File: src/rtl/reg_file_acc_if.sv
// Request/result/debug bundle for reg_file_acc; master drives requests, slave is the accumulator file.
interface reg_file_acc_if #(
  parameter int WIDTH = 4,
  parameter int NREGS = 2,
  parameter int IMM_W = 2
);
  localparam int SELW = $clog2(NREGS);

  logic             in_valid;
  logic             in_ready;
  logic [SELW-1:0]  sel;
  logic [1:0]       op;
  logic [IMM_W-1:0] imm;
  logic             out_valid;
  logic             out_ready;
  logic [WIDTH:0]   result;
  logic [SELW-1:0]  rd_sel;
  logic [WIDTH-1:0] rd_data;
  logic             rd_flag;

  modport master (
    output in_valid, sel, op, imm, out_ready, rd_sel,
    input  in_ready, out_valid, result, rd_data, rd_flag
  );

  modport slave (
    input  in_valid, sel, op, imm, out_ready, rd_sel,
    output in_ready, out_valid, result, rd_data, rd_flag
  );
endinterface

File: src/rtl/reg_file_acc.sv
// NREGS x WIDTH accumulator file (ADD/SUB/LOAD/CLR), 1-cycle registered {carry,value} result; input stalls while a result is held.
// Define REG_FILE_ACC_SAT_EN to clamp ADD/SUB instead of wrapping.
module reg_file_acc #(
  parameter int WIDTH = 4,
  parameter int NREGS = 2,
  parameter int IMM_W = 2
) (
  input logic           clk,
  input logic           rst,
  reg_file_acc_if.slave bus
);
  localparam int SELW = $clog2(NREGS);

  typedef enum logic [1:0] {
    OP_ADD  = 2'b00,
    OP_SUB  = 2'b01,
    OP_LOAD = 2'b10,
    OP_CLR  = 2'b11
  } op_e;

  logic [WIDTH-1:0] r_acc [NREGS];
  logic [NREGS-1:0] r_flag;
  logic             r_out_valid;
  logic [WIDTH:0]   r_result;
  logic [WIDTH-1:0] r_rd_data;
  logic             r_rd_flag;

  logic             w_accept;
  logic [SELW-1:0]  w_sel;
  op_e              w_op;
  logic [IMM_W-1:0] w_imm_raw;
  logic [WIDTH-1:0] w_imm;
  logic [WIDTH-1:0] w_cur;
  logic [WIDTH:0]   w_sum;
  logic [WIDTH:0]   w_diff;
  logic [WIDTH-1:0] w_new;
  logic             w_carry;

  assign bus.in_ready = !r_out_valid || bus.out_ready;
  assign w_accept     = bus.in_valid && bus.in_ready;
  assign w_sel        = bus.sel;
  assign w_op         = op_e'(bus.op);
  assign w_imm_raw    = bus.imm;
  assign w_imm        = WIDTH'(w_imm_raw);
  assign w_cur        = r_acc[w_sel];
  assign w_sum        = {1'b0, w_cur} + {1'b0, w_imm};
  // The extra MSB of the extended difference is the borrow (imm > acc).
  assign w_diff       = {1'b0, w_cur} - {1'b0, w_imm};

  always_comb begin
    w_new   = '0;
    w_carry = 1'b0;
    case (w_op)
      OP_ADD: begin
        w_carry = w_sum[WIDTH];
`ifdef REG_FILE_ACC_SAT_EN
        w_new   = w_sum[WIDTH] ? {WIDTH{1'b1}} : w_sum[WIDTH-1:0];
`else
        w_new   = w_sum[WIDTH-1:0];
`endif
      end
      OP_SUB: begin
        w_carry = w_diff[WIDTH];
`ifdef REG_FILE_ACC_SAT_EN
        w_new   = w_diff[WIDTH] ? '0 : w_diff[WIDTH-1:0];
`else
        w_new   = w_diff[WIDTH-1:0];
`endif
      end
      OP_LOAD: w_new = w_imm;
      OP_CLR:  w_new = '0;
      default: ;
    endcase
  end

  always_ff @(posedge clk or negedge rst) begin
    if (!rst) begin
      for (int i = 0; i < NREGS; i++) begin
        r_acc[i] <= '0;
      end
      r_flag      <= '0;
      r_out_valid <= 1'b0;
      r_result    <= '0;
      r_rd_data   <= '0;
      r_rd_flag   <= 1'b0;
    end else begin
      if (w_accept) begin
        r_acc[w_sel] <= w_new;
        if (w_op == OP_CLR) begin
          r_flag[w_sel] <= 1'b0;
        end else if (w_carry) begin
          r_flag[w_sel] <= 1'b1;
        end
        r_result    <= {w_carry, w_new};
        r_out_valid <= 1'b1;
      end else if (bus.out_ready) begin
        r_out_valid <= 1'b0;
      end
      // Reads the pre-write contents when the same entry is written this cycle.
      r_rd_data <= r_acc[bus.rd_sel];
      r_rd_flag <= r_flag[bus.rd_sel];
    end
  end

  assign bus.out_valid = r_out_valid;
  assign bus.result    = r_result;
  assign bus.rd_data   = r_rd_data;
  assign bus.rd_flag   = r_rd_flag;
endmodule
File: src/flat_wrapper.sv
// flat-port wrapper written by rule: the top's interface ports become plain ports
module reg_file_acc_flat 
#(
  parameter int WIDTH = 4,
  parameter int NREGS = 2,
  parameter int IMM_W = 2
)
  (clk, rst, bus_in_valid, bus_sel, bus_op, bus_imm, bus_out_ready, bus_rd_sel, bus_in_ready, bus_out_valid, bus_result, bus_rd_data, bus_rd_flag);
  reg_file_acc_if #(.WIDTH(WIDTH), .NREGS(NREGS), .IMM_W(IMM_W)) bus_i ();
  input logic clk;
  input logic rst;
  input wire logic [$bits(bus_i.in_valid)-1:0] bus_in_valid;
  input wire logic [$bits(bus_i.sel)-1:0] bus_sel;
  input wire logic [$bits(bus_i.op)-1:0] bus_op;
  input wire logic [$bits(bus_i.imm)-1:0] bus_imm;
  input wire logic [$bits(bus_i.out_ready)-1:0] bus_out_ready;
  input wire logic [$bits(bus_i.rd_sel)-1:0] bus_rd_sel;
  output wire logic [$bits(bus_i.in_ready)-1:0] bus_in_ready;
  output wire logic [$bits(bus_i.out_valid)-1:0] bus_out_valid;
  output wire logic [$bits(bus_i.result)-1:0] bus_result;
  output wire logic [$bits(bus_i.rd_data)-1:0] bus_rd_data;
  output wire logic [$bits(bus_i.rd_flag)-1:0] bus_rd_flag;
  assign bus_i.in_valid = bus_in_valid;
  assign bus_i.sel = bus_sel;
  assign bus_i.op = bus_op;
  assign bus_i.imm = bus_imm;
  assign bus_i.out_ready = bus_out_ready;
  assign bus_i.rd_sel = bus_rd_sel;
  assign bus_in_ready = bus_i.in_ready;
  assign bus_out_valid = bus_i.out_valid;
  assign bus_result = bus_i.result;
  assign bus_rd_data = bus_i.rd_data;
  assign bus_rd_flag = bus_i.rd_flag;
  reg_file_acc #(.WIDTH(WIDTH), .NREGS(NREGS), .IMM_W(IMM_W)) u_core (.clk(clk), .rst(rst), .bus(bus_i));
endmodule
File: config.mk
export PLATFORM = sky130hd
export DESIGN_NAME = reg_file_acc_flat
export DESIGN_NICKNAME = d
export VERILOG_FILES = /design/src/rtl/reg_file_acc_if.sv /design/src/rtl/reg_file_acc.sv /design/src/flat_wrapper.sv
export SDC_FILE = /design/constraint.sdc
export NUM_CORES = 1
export LEC_CHECK = 0
export ABC_AREA = 1
export BUFFER_PORTS_ARGS = -buffer_cell sky130_fd_sc_hd__buf_2
export CAP_MARGIN = 20
export CORE_MARGIN = 1.5
export CORE_UTILIZATION = 40
export CTS_BUF_LIST = sky130_fd_sc_hd__clkbuf_16
export CTS_CLUSTER_SIZE = 25
export DETAILED_ROUTE_END_ITERATION = 8
export GPL_ROUTABILITY_DRIVEN = 0
export GPL_TIMING_DRIVEN = 0
export HOLD_SLACK_MARGIN = 0.08
export PLACE_DENSITY = 0.71
export SYNTH_ARGS = -nofsm -noshare
export SYNTH_HDL_FRONTEND = slang
export SYNTH_SLANG_ARGS = --single-unit
export TNS_END_PERCENT = 10
File: constraint.sdc
create_clock -name clk -period 3.8 [get_ports clk]
set_clock_uncertainty 0.05 [all_clocks]
set_input_delay 0.38 -clock clk [delete_from_list [all_inputs] [get_ports clk]]
set_output_delay 0.38 -clock clk [all_outputs]
set_load 0.03 [all_outputs]
## Word-level counts from Yosys, hierarchy flattened

Index checks and enable logic that the tools add are counted.

| word-level totals | value |
|---|---|
| output and inout bits | 12 |
| bits in registers | 21 |
| word-level logic and storage cells | 51 |

| operators by class | value |
|---|---|
| mux-type cells | 19 |
| reductions and logical operators | 9 |
| eq/ne operators | 3 |
| add/sub/neg operators | 2 |
| order comparisons | 6 |
| bitwise operators | 5 |

Operator list:

| operator | number |
|---|---|
| $mux W4 | 7 |
| $pmux W4 S4 | 1 |
| $bwmux W8 | 1 |
| $add A4 B2 Y5 | 1 |
| $mux W1 | 5 |
| $sub A4 B2 Y5 | 1 |
| $demux W4 S1 | 1 |
| $eq A2 B2 Y1 const B | 2 |
| $ge A2 B2 Y1 const B | 2 |
| $lt A1 B2 Y1 const B | 2 |
| $mux W2 | 2 |
| $not A1 Y2 | 2 |
| $reduce_bool A2 Y1 | 2 |
| $logic_and A1 B1 Y1 | 3 |
| $and A2 B2 Y2 | 1 |
| $eq A2 B1 Y1 const B | 1 |
| $logic_not A2 Y1 | 1 |
| $lt A2 B1 Y1 const B | 1 |
| $not A2 Y2 | 1 |
| $or A2 B2 Y2 | 1 |
| $pmux W1 S2 | 1 |
| $reduce_and A2 Y1 | 1 |
| $demux W1 S1 | 1 |
| $ge A1 B1 Y1 const B | 1 |
| other kinds (2) | 2 |

## Logic depth before layout (Yosys ltp)

| depth | value |
|---|---|
| depth in word-level cells | 8 |
| depth in mapped cells | 15 |
| mapped depth without buffers | 15 |

## Least setup slack after synthesis

OpenSTA, ideal clock, no wires.

| path | value |
|---|---|
| path kind | input-to-reg |
| from | in bus_sel |
| to | reg (tool-made name) |
| path buffers | 1 |
| path slack | 1.773 ns |
| arrival | 1.861 ns |
| data required time | 3.634 ns |
| stages on the path | 12 |
| library setup time | 0.116 ns |
| cell sequence | buf_4 -> o21ai_0 -> inv_1 -> fa_1 -> nor2_2 -> nand2_1 -> nand2_1 -> nand2_2 -> nand2_2 -> nand2_1 -> nand2_1 -> nand2_1 |

RTL lines:

| item | line | text |
|---|---|---|
| start, declared | flat_wrapper.sv:13 | `input wire logic [$bits(bus_i.sel)-1:0] bus_sel;` |

==> impl_results.md <==
* R2R Path Start: u_core.r_acc[5]$_DFFE_PN0P_
* Startpoint Class: input port
* Routed Antenna Nets at 0
* Count of final setup violators at 0
* Fillers at 260
* Clock Sinks at 21
* PD cells at ~540 nW/um2
* Clock-pin slew on the worst setup and hold paths at 0.06 ns
* Final non-filler cell total at 212
* # Post-CTS Setup Buffers at 0
* Vias in the first global route at 978
* DR iter-0 viols at 14
* Worst slew pin tran at 0.483 ns
* Vias at between 1k and 1.5k
* Area Growth Syn to Fin at 19.5%
* Rows at 19
* DIE AREA at 3270 um2
* Clock root buffer: clkbuf_16
* Post-synth cell types at 19
* Seq/Total Area, Yosys at 0.447
* Crit path kind: in -> reg
* Gate Count Post-Synth at approximately 160
* Inserted Clock Buffers at 3
* Fraction of layout instances using a drive strength above 1 at 0.204
* Inst Count DP at just over 200
* Initial Utilization at 0.422
* I/O pin count at 22
* # hold bufs at CTS at 1
* Post-synthesis compound-gate area fraction at 0.103
* Yosys warns at 0
* Crit path required time at 3.89 ns
* DR WL/cell at around 12 um
* Worst reg2reg path depth at 11
* HPWL Detailed at 1.88 mm
* Synth Register Bits at 21
* Die width at 57.2 um
* Chip Height at between 50 and 60 um
* Post-CTS sizing at 0
* CP Launch Point: bus_sel
* Post-Synth Adder-Cell Area at 0.0767
* Endpoints failing hold at 0
* Max-slew headroom at 0.675
* Reg area at between 500 and 600 um2
* Main combinational cell family by area after synthesis: simple AND/OR/NAND/NOR gates
* Vias/cell at 4.78
* Worst skew pair latency at about 0.25 ns
* Leak pwr at approximately 0.78 nW
* GRT Residual Overflow at 0
* DRC errors left at 0
* Status: finished clean
* Setup Total Neg Slack at 0 ns
* Mux cell area share after synthesis at 0.00958
* Unrepaired setup endpoints after global routing: false
* CP endpoint kind: flip-flop
* Post-synth net total at 172
* Crit path max fanout at 10
* Max-cap violations at 0
* Slew Limit Fails at 0
* Max Freq at 454 MHz
* First-pass detailed-route iteration total at 4
* Initial antenna violation count at 0
* # diodes at 0
* Final Util at 0.505
* Nets at between 150 and 200
* Core Area at 2780 um2
* Worst VDD drop at around 0.00026 V
* Synthesized area per cell at around 7.5 um2
* Cell Area, Synth at 1170 um2
* Synth top area cells: dfrtp_1 (45%), nand2_1 (19%), inv_1 (7.0%)
* Final WL at 2.44 mm
* Hold_sp: bus_out_ready
* Synth Area in XOR/XNOR at 0
* GRT Overall Usage at 0.176
* Port-buffer cells at 20
* Final Cell Area at 1400 um2
* Worst Hold Depth at 4
* Signal arrival time at the worst endpoint at ~2.3 ns
* Fin crit period at about 2.2 ns
* Multi-input logic area at 547 um2
* Global-route wire length before repair at about 4.4 mm
* HP Class: in -> reg
* Area leader, netlist: dfrtp_1
* Largest net degree at the start of global routing at 22
* Area share of the largest cell type after synthesis at 0.447
* Maximum root-to-sink buffer count at 2
* Placed cell areas at 1310 um2
* Simple logic cell fraction of the synthesized area at 0.276
* CTS tree: done
* H-tree depth at 1
* Period utilisation layout at 0.579
==> state kept, by name (all words and copies together), names as in the netlist, named ones only <==
register,cells
u_core.bus.rd_flag,1
u_core.r_acc,8
u_core.bus.out_valid,1
u_core.bus.result,5
u_core.bus.rd_data,4
==> power by group <==
group	switching, W	internal, W
combinational	0.000161	0.0000730
clock	0.0000816	0.000141
sequential	0.0000232	0.000273
==> cells in the final DEF (no fill, tap or decap) <==
| cell type | count |
|---|---|
| a21oi_1 | 2 |
| buf_2 | 21 |
| buf_4 | 1 |
| clkbuf_1 | 1 |
| clkbuf_16 | 3 |
| clkinv_2 | 1 |
| dfrtp_1 | 21 |
| dlygate4sd3_1 | 1 |
| fa_1 | 2 |
| ha_1 | 4 |
| inv_1 | 22 |
| inv_2 | 1 |
| mux2_2 | 1 |
| nand2_1 | 58 |
| nand2_2 | 6 |
| nand3_1 | 6 |
| nor2_1 | 7 |
| nor2_2 | 2 |
| o211ai_1 | 1 |
| o21ai_0 | 15 |
| o21ai_1 | 4 |
| o21ai_2 | 1 |
==> metrics by stage <==
| stage | hold slack, ns | total power, W | setup slack (ns) |
|---|---|---|---|
| 2_1_floorplan | 0.0344 | 0.000465 | 1.77 |
| 3_3_place_gp | 0.302 | 0.000524 | 1.39 |
| 3_5_place_dp | 0.310 | 0.000533 | 1.37 |
| 4_1_cts | 0.344 | 0.000758 | 1.59 |
| 5_1_grt | 0.364 | 0.000807 | 1.42 |
| 6_report | 0.346 | 0.000753 | 1.60 |
==> layer usage <==
metal  track usage  share of wire
met4        0.0797          0.018
met3        0.0272          0.028
met2         0.286           0.49
met5             0              0
met1         0.233           0.46
==> critical path: stages <==
cell	delay (ns)
buf_2	0.13
buf_4	0.17
o21ai_0	0.39
inv_1	0.17
fa_1	0.46
nor2_2	0.14
nand2_1	0.06
nand2_1	0.07
nand2_2	0.06
nand2_2	0.09
nand2_1	0.06
nand2_1	0.05
nand2_1	0.05
==> synth_stat cells <==
master	n
nand2_1	58
inv_1	22
dfrtp_1	21
o21ai_0	15
nor2_1	7
nand2_2	6
nand3_1	6
ha_1	4
o21ai_1	4
a21oi_1	2
fa_1	2
nor2_2	2
buf_2	1
buf_4	1
clkbuf_1	1
inv_2	1
mux2_2	1
o211ai_1	1
o21ai_2	1
==> area by class of cell <==
cell class	count	area share
Clock buffer	3	0.0535
Buffer	3	0.0116
Inverter	23	0.0615
Sequential cell	21	0.374
Tap cell	31	0.0276
Clock inverter	1	0.00357
Multi-Input combinational cell	109	0.389
Timing Repair Buffer	21	0.0784
==> kinds of logic (layout without fill, tap and decap cells) <==
group,after synthesis,count (layout)
AO/OA/AOI/OAI,23,23
multiplexers,1,1
flip-flops,21,21
AND/OR/NAND/NOR,79,79
buffers and inverters,26,51
adder cells (fa/ha/maj),6,6
==> final timing paths <==
| path | endpoint | slack [ns] |
|---|---|---|
| worst max-delay path | flip-flop | 1.60 |
| worst min-delay path | u_core.bus.out_valid$_DFFE_PN0P_ | 0.35 |
| worst max register to register | flip-flop | 1.67 |
| worst min register to register | u_core.bus.result[0]$_DFFE_PN0P_ | 0.43 |
| max in group asynchronous | u_core.bus.rd_data[1]$_DFF_PN0_ | 2.81 |
| min in group asynchronous | u_core.r_acc[0]$_DFFE_PN0P_ | 0.57 |
Note: power is estimated with default switching activity, not from simulation.
